## config.mk

```make
export PLATFORM = sky130hd
export DESIGN_NAME = lcd1602_ctrl
export DESIGN_NICKNAME = d
export VERILOG_FILES = /design/src/rtl/lcd1602_ctrl.sv
export SDC_FILE = /design/constraint.sdc
export NUM_CORES = 1
export LEC_CHECK = 0
export ABC_CLOCK_PERIOD_IN_PS = 4510
export BUFFER_PORTS_ARGS = -buffer_cell sky130_fd_sc_hd__buf_4
export CAP_MARGIN = 20
export CORE_ASPECT_RATIO = 0.75
export CORE_MARGIN = 10
export CORE_UTILIZATION = 40
export CTS_CLUSTER_SIZE = 30
export DETAILED_ROUTE_END_ITERATION = 7
export SLEW_MARGIN = 20
export SYNTH_ARGS = -nofsm -noshare
export SYNTH_HDL_FRONTEND = slang
export SYNTH_SLANG_ARGS = --single-unit
export TNS_END_PERCENT = 5
```

## constraint.sdc

```tcl
create_clock -name sys_clk -period 4.51 [get_ports sys_clk]
set_input_delay 0.902 -clock sys_clk [delete_from_list [all_inputs] [get_ports sys_clk]]
set_output_delay 0.902 -clock sys_clk [all_outputs]
set_load 0.005 [all_outputs]
```

## src/rtl/lcd1602_ctrl.sv

```systemverilog
`default_nettype none
// ============================================================================
// Module      : lcd1602_ctrl
// Description : HD44780/LCD1602 8-bit write-only controller with power-on init
//               and a valid/ready byte interface.
// Revision    : 1.0
// ============================================================================
module lcd1602_ctrl #(
    parameter int INIT_WAIT = 750000,
    parameter int EN_HIGH   = 25,
    parameter int CMD_WAIT  = 2500,
    parameter int CLR_WAIT  = 82000
) (
    input  logic       sys_clk,
    input  logic       sys_rst_n,
    input  logic       req_valid,
    input  logic       req_rs,
    input  logic [7:0] req_data,
    output logic       req_ready,
    output logic       init_done,
    output logic       LCD_EN,
    output logic       RS,
    output logic       RW,
    output logic [7:0] DB8
);

    localparam int c_MAX_A   = (INIT_WAIT > CLR_WAIT) ? INIT_WAIT : CLR_WAIT;
    localparam int c_MAX_B   = (EN_HIGH > CMD_WAIT) ? EN_HIGH : CMD_WAIT;
    localparam int c_MAX_CNT = (c_MAX_A > c_MAX_B) ? c_MAX_A : c_MAX_B;
    localparam int c_CNT_W   = $clog2(c_MAX_CNT + 1);

    localparam logic [c_CNT_W-1:0] c_INIT_LD = c_CNT_W'(INIT_WAIT);
    localparam logic [c_CNT_W-1:0] c_EN_LD   = c_CNT_W'(EN_HIGH);
    localparam logic [c_CNT_W-1:0] c_CMD_LD  = c_CNT_W'(CMD_WAIT);
    localparam logic [c_CNT_W-1:0] c_CLR_LD  = c_CNT_W'(CLR_WAIT);
    localparam logic [c_CNT_W-1:0] c_ONE     = c_CNT_W'(1);

    typedef enum logic [2:0] {
        PWR   = 3'd0,
        SETUP = 3'd1,
        PULSE = 3'd2,
        WAIT  = 3'd3,
        IDLE  = 3'd4
    } state_t;

    state_t             r_state;
    state_t             w_state_nxt;
    logic [c_CNT_W-1:0] r_cnt;
    logic [c_CNT_W-1:0] w_cnt_nxt;
    logic [1:0]         r_idx;
    logic [1:0]         w_idx_nxt;
    logic               r_rs;
    logic               w_rs_nxt;
    logic [7:0]         r_data;
    logic [7:0]         w_data_nxt;
    logic               r_en;
    logic               w_en_nxt;
    logic               r_ready;
    logic               w_ready_nxt;
    logic               r_init_done;
    logic               w_init_done_nxt;
    logic               w_cnt_last;
    logic               w_long_wait;

    function automatic logic [7:0] init_cmd(input logic [1:0] idx);
        logic [7:0] cmd;
        case (idx)
            2'd0:    cmd = 8'h38;
            2'd1:    cmd = 8'h0C;
            2'd2:    cmd = 8'h06;
            default: cmd = 8'h01;
        endcase
        return cmd;
    endfunction

    assign w_cnt_last = (r_cnt <= c_ONE);

    // Clear (0x01) and return-home (0x02/0x03) need the long execution time.
    assign w_long_wait = !r_rs && ((r_data == 8'h01) || (r_data == 8'h02) || (r_data == 8'h03));

    always_ff @(posedge sys_clk or negedge sys_rst_n) begin
        if (!sys_rst_n) begin
            r_state     <= PWR;
            r_cnt       <= c_INIT_LD;
            r_idx       <= 2'd0;
            r_rs        <= 1'b0;
            r_data      <= 8'h00;
            r_en        <= 1'b0;
            r_ready     <= 1'b0;
            r_init_done <= 1'b0;
        end else begin
            r_state     <= w_state_nxt;
            r_cnt       <= w_cnt_nxt;
            r_idx       <= w_idx_nxt;
            r_rs        <= w_rs_nxt;
            r_data      <= w_data_nxt;
            r_en        <= w_en_nxt;
            r_ready     <= w_ready_nxt;
            r_init_done <= w_init_done_nxt;
        end
    end

    always_comb begin
        w_state_nxt     = r_state;
        w_cnt_nxt       = r_cnt;
        w_idx_nxt       = r_idx;
        w_rs_nxt        = r_rs;
        w_data_nxt      = r_data;
        w_init_done_nxt = r_init_done;

        case (r_state)
            PWR: begin
                if (w_cnt_last) begin
                    w_state_nxt = SETUP;
                    w_idx_nxt   = 2'd0;
                    w_rs_nxt    = 1'b0;
                    w_data_nxt  = init_cmd(2'd0);
                end else begin
                    w_cnt_nxt = r_cnt - c_ONE;
                end
            end
            SETUP: begin
                w_state_nxt = PULSE;
                w_cnt_nxt   = c_EN_LD;
            end
            PULSE: begin
                if (w_cnt_last) begin
                    w_state_nxt = WAIT;
                    w_cnt_nxt   = w_long_wait ? c_CLR_LD : c_CMD_LD;
                end else begin
                    w_cnt_nxt = r_cnt - c_ONE;
                end
            end
            WAIT: begin
                if (w_cnt_last) begin
                    if (!r_init_done && (r_idx != 2'd3)) begin
                        w_state_nxt = SETUP;
                        w_idx_nxt   = r_idx + 2'd1;
                        w_rs_nxt    = 1'b0;
                        w_data_nxt  = init_cmd(r_idx + 2'd1);
                    end else begin
                        w_state_nxt     = IDLE;
                        w_init_done_nxt = 1'b1;
                    end
                end else begin
                    w_cnt_nxt = r_cnt - c_ONE;
                end
            end
            IDLE: begin
                if (req_valid && r_ready) begin
                    w_state_nxt = SETUP;
                    w_rs_nxt    = req_rs;
                    w_data_nxt  = req_data;
                end
            end
            default: begin
                w_state_nxt = PWR;
                w_cnt_nxt   = c_INIT_LD;
            end
        endcase

        // Strobe and ready are registered decodes of the upcoming state.
        w_en_nxt    = (w_state_nxt == PULSE);
        w_ready_nxt = (w_state_nxt == IDLE);
    end

    assign req_ready = r_ready;
    assign init_done = r_init_done;
    assign LCD_EN    = r_en;
    assign RS        = r_rs;
    assign RW        = 1'b0;
    assign DB8       = r_data;

endmodule
`default_nettype wire

```

==> key figures, run 1 <==
STA
  • Hold slack final: between 0.4 and 0.5 ns
  • Worst-Margin Slew: slightly above 0.9 ns
  • Clock Skews: ~0.0046 ns
  • Final setup violation count: 0
  • Pins Over Slew Limit: 0
  • RSZ-0062 raised after global routing: false
  • Sum Neg Setup Slack: 0 ns
  • Max_slew headroom: 37.2%
  • PnR worst setup slack: roughly 1.5 ns
  • Max Fclk: roughly 330 MHz
  • Final Hold Violating Endpoints: 0
  • Final period util: about two thirds
  • Final min period: a little over 3 ns

Cells and area
  • Antenna diodes: 0
  • Post-Layout Cell Count: between 300 and 400
  • Fill cells: 571
  • Final Util: about 47%
  • Fin area: 2720 sq um
  • Final #Nets: 300
  • Area Overhead vs Synth: 15.1%
  • Share of cells above drive strength 1: about a fifth

Power
  • Peak supply drop: roughly 0.00019 V
  • Sw frac: around a fifth
  • Leak Pwr: roughly 1.2 nW
  • NetSw: 0.140 mW
  • Comb pwr share: 2.4%
  • Pwr per Cell Area: between 200 and 250 nW/um^2
  • Cell-internal power: ~0.52 mW
  • Power Total: 0.660 mW
  • Sequential power share: slightly above 50%
  • Clk pwr share: a little under half

Drt
  • Met2 WL: roughly 2900 um
  • DRC: 0
  • Via/cell ratio: 5.92
  • DR WL met3: roughly 520 um
  • First DRT Iteration DRCs: 212
  • M1 WL: 3150 um
  • Drt wl/cell: ~18 um
  • WL final: about 6600 um
  • Pre-Repair DR Iteration Count: 5
  • Highest metal used: met4
  • Antenna viol nets, final: 0
  • Vias: about 2.1k

Placement
  • DP Area: roughly 2600 sq um
  • Dpl cells: around 350
  • RD Place Congestion: just under 0.9
  • Pre-CTS setup slack: approximately 1.5 ns
  • Detailed placement HPWL: 4720 um
  • Port Buffers: 23

Worst setup path
  • CP max stage delay: ~0.80 ns
  • Worst setup SP type: flip-flop
  • Worst r2r dst: DB8[0]
  • R2R depth: 6
  • Largest delay share family, worst path: simple AND/OR/NAND/NOR gates
  • CP required: 4.70 ns
  • Setup crit end kind: flip-flop
  • Worst reg2reg setup slack: roughly 1.5 ns
  • Worst r2r src: r_cnt[15]
  • WP data arrival: ~3.2 ns
  • Critical path peak fanout: 14
  • Critical Path Start: r_cnt[15]
  • CP max stage cell: nor4_1
  • Crit-path cells: nor4_1 -> o2111ai_1 -> buf_4 -> or4_1 -> and2_4 -> mux2_4
  • Buf+Inv Stages, Crit Path: 1
  • CP Class: flip-flop to flip-flop

GRT
  • GRT Overall Usage: around 15%
  • Largest net degree at the start of global routing: 38
  • Vias in the first global route: just over 2k
  • First-pass GRT wire length: between 10,000 and 15,000 um
  • Congestion Overflow GR: 0
  • Initial antenna violation count: 0

CTS
  • Post-CTS Resized: 0
  • TritonCTS clock tree: built
  • H-tree depth: 2
  • TritonCTS Buffers: 5
  • Root buf cell: clkbuf_8
  • Post-CTS Setup Bufs: 0
  • CTS clk-pin slew, worst paths: roughly 0.08 ns
  • Hold Buf Count CTS: 0
  • Longest Clk Path Bufs: 2
  • Worst-Skew Late Latency: around 0.3 ns
  • Clock sink count: 37

Flow run
  • MaxCap Viol Count: 0

Floorplan
  • Die X: approximately 110 um
  • Full die area: 9410 sq um
  • Initial core utilization: about two fifths
  • Core area: about 5800 sq um
  • Boundary Pins: 25
  • Std-Cell Rows: 24
  • Die Y: approximately 87 um

Min path
  • Worst hold path class: flip-flop to flip-flop
  • Worst hold endpoint: init_done
  • WHS Path Cells: 1
  • Hold path start: init_done

Synthesis
  • Mapped Avg Cell Area: around 8.9 sq um
  • Post-synth EDFFs: 0
  • Cells after Synth: 264
  • Async SR Flop Fraction: between 90% and 100%
  • Ys flop type: dfrtp_1
  • Register area share after synthesis: ~40%
  • Synth Warn #: 0
  • Post-synth cell types: 54
  • Syn nets: between 200 and 300
  • Yosys reg bits: 37
  • Mapped Area: 2360 sq um

Status
  • Status: complete, no violations
Yosys cell counts, types with 3 or more instances:
cell type / number / area, sq um
o22a_1: 3 / 26.3
a31oi_1: 3 / 18.8
clkbuf_1: 16 / 60.1
and2_1: 3 / 18.8
ha_1: 6 / 75.1
nor2_1: 18 / 67.6
a21o_1: 5 / 37.5
nor4_1: 13 / 81.3
or4_1: 6 / 45.0
nor3_1: 13 / 65.1
mux2i_1: 5 / 50.1
nand4_1: 6 / 37.5
dfstp_2: 10 / 263
nor2b_1: 3 / 18.8
a21oi_1: 12 / 60.1
dfrtp_1: 27 / 676
nand2b_1: 9 / 56.3
inv_1: 7 / 26.3
nand2_1: 16 / 60.1
xnor2_1: 5 / 43.8
mux2_4: 4 / 60.1
nand3_1: 11 / 55.1
o21ai_0: 17 / 85.1
o21a_1: 5 / 37.5
a311oi_1: 3 / 26.3
a211oi_1: 3 / 22.5
worst register-to-register path: stages, from the launching register on:
cell       delay [ns]
dfrtp_1          0.41
nor4_1           0.80
o2111ai_1        0.21
buf_4            0.24
or4_1            0.68
and2_4           0.28
mux2_4           0.30
metal layers:
layer  up-vias  track usage [%]
li1       1030                -
met1      1016             20.2
met2        83             21.0
met3         9             4.08
met4         0             5.02
met5         -                0
cells by family after synthesis:
group	count (synthesis)	share of synthesized area [%]
simple gates	109	25.1
mux	10	5.14
buf+inv	26	4.66
xor+xnor	5	1.85
fa+ha+maj	6	3.18
flops	37	39.7
compound gates	70	20.1
other cells	1	0.159
power by group through the flow:
stage	logic, mW	registers (mW)	clock network [mW]
after floorplan	0.00183	0.339	0
after global placement	0.0162	0.339	0
after detailed placement	0.0164	0.339	0
after CTS	0.0164	0.333	0.315
after global routing	0.0178	0.333	0.331
final	0.0158	0.333	0.311
sequential cells by signal (all words and copies together) (netlist names):
register   count
init_done      1
DB8            8
req_ready      1
RS             1
r_state        3
r_cnt         20
r_idx          2
LCD_EN         1
cells in the final DEF (no fill, tap or decap), types with 2 or more instances in the layout:
cell and count:
dfrtp_1 27, mux2_4 4, o22a_1 3, o21a_1 5, xnor2_1 5, nand4_1 6
clkbuf_8 6, buf_4 29, nor3_1 13, nand2_1 16, nand2b_1 9, or4_1 6
inv_1 7, o211ai_1 2, o21ai_0 17, dfstp_2 10, mux2i_1 5, nand3_1 11
a211oi_1 3, nor4_1 13, and4b_1 2, a22o_1 2, o22ai_1 2, nor2b_1 3
and2_1 3, or3_1 2, a31oi_1 3, nor2_1 18, ha_1 6, a21oi_1 12
a311oi_1 3, and3_1 2, o32a_1 2, a21o_1 5
area by class of cell:
type / instances / area, sq um / area share, %
Clock buffer: 6 / 82.6 / 3.04
Clock inverter: 2 / 37.5 / 1.38
Inverter: 7 / 26.3 / 0.967
Multi-Input combinational cell: 201 / 1310 / 48.3
Sequential cell: 37 / 938 / 34.5
Tap cell: 78 / 97.6 / 3.59
Timing Repair Buffer: 30 / 223 / 8.20
worst max path at each step:
stage / endpoint / slack [ns] / cells past startpoint
3_5_place_dp: DB8[0] / 1.54 / 5
3_3_place_gp: DB8[3] / 1.61 / 5
5_1_grt: DB8[0] / 1.39 / 6
6_report: DB8[0] / 1.48 / 6
4_1_cts: DB8[0] / 1.54 / 5
2_1_floorplan: DB8[0] / 1.81 / 8
Note: power is estimated with default switching activity, not from simulation.
==> run 2, diff against run 1 <==
- ABC_AREA: not set -> 1
- ABC_CLOCK_PERIOD_IN_PS: 4510 -> 2900
- clock period: 4.51 -> 2.9 ns (I/O delays scaled with it)
==> key figures, run 2 <==
Worst setup path
  • CP Class: flip-flop to flip-flop
  • Worst reg2reg setup slack: approximately 0.97 ns
  • WP data arrival: 2.11 ns
  • R2R depth: 11
  • Worst r2r dst: r_cnt[0]
  • Worst r2r src: r_cnt[0]
  • Worst setup SP type: flip-flop
  • CP required: approximately 3.1 ns
  • Crit path to: r_cnt[0]
  • Setup crit end kind: flip-flop
  • Critical Path Start: r_cnt[0]
  • Critical path peak fanout: 8

GRT
  • Vias in the first global route: roughly 2.1k
  • GRT Overall Usage: about an eighth
  • Largest net degree at the start of global routing: 38
  • First-pass GRT wire length: 11,000 um
  • Initial antenna violation count: 0
  • Congestion Overflow GR: 0

Power
  • Comb pwr share: under 10%
  • Sw frac: between 20% and 30%
  • Pwr per Cell Area: about 300 nW/um^2
  • Sequential power share: a little under three fifths
  • Cell-internal power: 0.714 mW
  • Peak supply drop: a little under 0.0002 V
  • Clk pwr share: approximately two fifths
  • Leak Pwr: 1.59 nW
  • NetSw: approximately 0.19 mW

Synthesis
  • Mapped Area: 2680 sq um
  • Post-synth cell types: 34
  • Top cells by count, synth: 136 x nand2_1, 44 x inv_1, 41 x nor2_1
  • Synth Warn #: 0
  • Ys flop type: dfrtp_1
  • Async SR Flop Fraction: 100%
  • Register area share after synthesis: between 30% and 40%
  • Syn nets: slightly below 400
  • Yosys top cell area share: 25.3%
  • Yosys top cell by area: dfrtp_1
  • Most common cell in the netlist: nand2_1
  • Mapped Avg Cell Area: about 7.1 sq um
  • Yosys reg bits: 37
  • Cells after Synth: between 300 and 400
  • Post-synth EDFFs: 0
  • Synth area leaders: dfrtp_1 25%, nand2_1 19%, dfstp_2 9.8%

Drt
  • Pre-Repair DR Iteration Count: 4
  • WL final: 6650 um
  • Vias: 2,362
  • First DRT Iteration DRCs: 150
  • DRC: 0
  • Drt wl/cell: between 10 and 15 um
  • Via/cell ratio: just under 5
  • Antenna viol nets, final: 0

CTS
  • Root buf cell: clkbuf_8
  • CTS clk-pin slew, worst paths: 0.07 ns
  • TritonCTS clock tree: built
  • Longest Clk Path Bufs: 2
  • Worst-Skew Late Latency: ~0.28 ns
  • Post-CTS Setup Bufs: 0
  • H-tree depth: 2
  • Post-CTS Resized: 0
  • TritonCTS Buffers: 5
  • Hold Buf Count CTS: 0
  • Clock sink count: 37

Floorplan
  • Boundary Pins: 25
  • Full die area: between 10,000 and 15,000 sq um
  • Std-Cell Rows: 25
  • Die Y: approximately 90 um
  • Core area: 6410 sq um
  • Initial core utilization: 41.7%
  • Die X: between 100 and 150 um

Status
  • Status: complete, no violations

Placement
  • DP Area: 2900 sq um
  • Port Buffers: 23
  • Detailed placement HPWL: about 5200 um
  • RD Place Congestion: around 0.90
  • Pre-CTS setup slack: around 1.0 ns

STA
  • Final period util: ~67%
  • Final Hold Violating Endpoints: 0
  • Pins Over Slew Limit: 0
  • Clock Skews: 0.00655 ns
  • Final min period: 1.93 ns
  • PnR worst setup slack: roughly 0.97 ns
  • Sum Neg Setup Slack: 0 ns
  • RSZ-0062 raised after global routing: false
  • Max Fclk: 518 MHz
  • Final setup violation count: 0

Cells and area
  • Share of cells above drive strength 1: 19.2%
  • FF/Latch Area: 938 sq um
  • Largest Register: r_cnt
  • Fin area: between 2000 and 3000 sq um
  • Area Overhead vs Synth: 11.7%
  • Antenna diodes: 0
  • Commonest non-fill, non-tap cells in the layout: 136 x nand2_1, 44 x inv_1, 41 x nor2_1
  • Most common cell after layout, fill and taps aside: nand2_1
  • Final #Nets: 420
  • Max FFs per register: 20
  • Area occupied by multi-input gates: between 1500 and 2000 sq um
  • Fill cells: 643

Min path
  • Worst hold path class: primary input to asynchronous set/reset pin

Flow run
  • MaxCap Viol Count: 0
==> run 2: cell types whose count changed after synthesis, sizes merged, moves of 5 or more <==
cell	delta
a21o	-5
clkbuf	-16
inv	+40
mux2	-5
mux2i	-5
nand2	+134
nand2b	-9
nand3	+18
nor2	+33
nor3	-10
nor4	-13
o21a	-5
or4	-6
==> run 2: power by group through the flow <==
stage               clock network, mW  logic, mW  registers [mW]
floorplan                           0    0.00129           0.526
global placement                    0     0.0224           0.526
detailed placement                  0     0.0225           0.526
CTS                             0.379     0.0226           0.516
global route                    0.410     0.0242           0.516
finish                          0.364     0.0213           0.517
==> run 2: layer usage <==
layer  GRT usage (%)  wire length [um]  share of wire, %  up-vias
li1                -                 -                 -     1228
met1            20.1              3490                53     1076
met2            16.8              2620                39       53
met3            3.39               494               7.4        5
met4            2.50                42              0.63        0
met5               0                 0                 0        -
==> run 2: cell families after synthesis <==
family,synth area share (%)
adders and majority gates,2.81
other,0.140
and+or+nand+nor,41.3
DFF,35.1
AOI/OAI and AO/OA,9.21
buffers and inverters,8.51
xor gates and xnor gates,2.95
==> run 2: through the flow <==
stage | utilization, % | hold WS, ns | std cells | power (mW)
final | 46.6 | 0.240 | 483 | 0.902
after CTS | 46.6 | 0.268 | 483 | 0.918
after floorplan | - | 0.284 | 377 | 0.527
after global routing | 46.6 | 0.276 | 483 | 0.950
after detailed placement | 45.3 | 0.500 | 476 | 0.548
after global placement | 45.3 | 0.488 | 476 | 0.548
==> run 2: worst min-delay path by stage <==
stage          startpoint         to  slack [ns]  depth (start not counted)
6_report        sys_rst_n   r_cnt[0]        0.24                          1
3_5_place_dp       DB8[1]     DB8[1]        0.50                          2
2_1_floorplan   sys_rst_n     DB8[0]        0.28                          0
5_1_grt         sys_rst_n   r_cnt[0]        0.28                          1
4_1_cts         sys_rst_n   r_cnt[0]        0.27                          1
3_3_place_gp    init_done  init_done        0.49                          2
==> run 2: layout make-up <==
class / instances / area share (%)
Tap cell: 81 / 3.39
Timing Repair Buffer: 23 / 5.78
Multi-Input combinational cell: 288 / 50.5
Clock buffer: 7 / 2.89
Sequential cell: 37 / 31.4
Inverter: 47 / 6.07
==> run 2: worst max-delay path, cell delays in order (launching register included) <==
cell and delay [ns]:
dfrtp_1 0.40, inv_1 0.10, ha_1 0.29, nand2_4 0.12, nor2_8 0.16, nand3_4 0.13, nand3_1 0.20, nand2_2 0.18
nand2_1 0.09, nand2_1 0.05, nand2_1 0.05, nand2_1 0.05
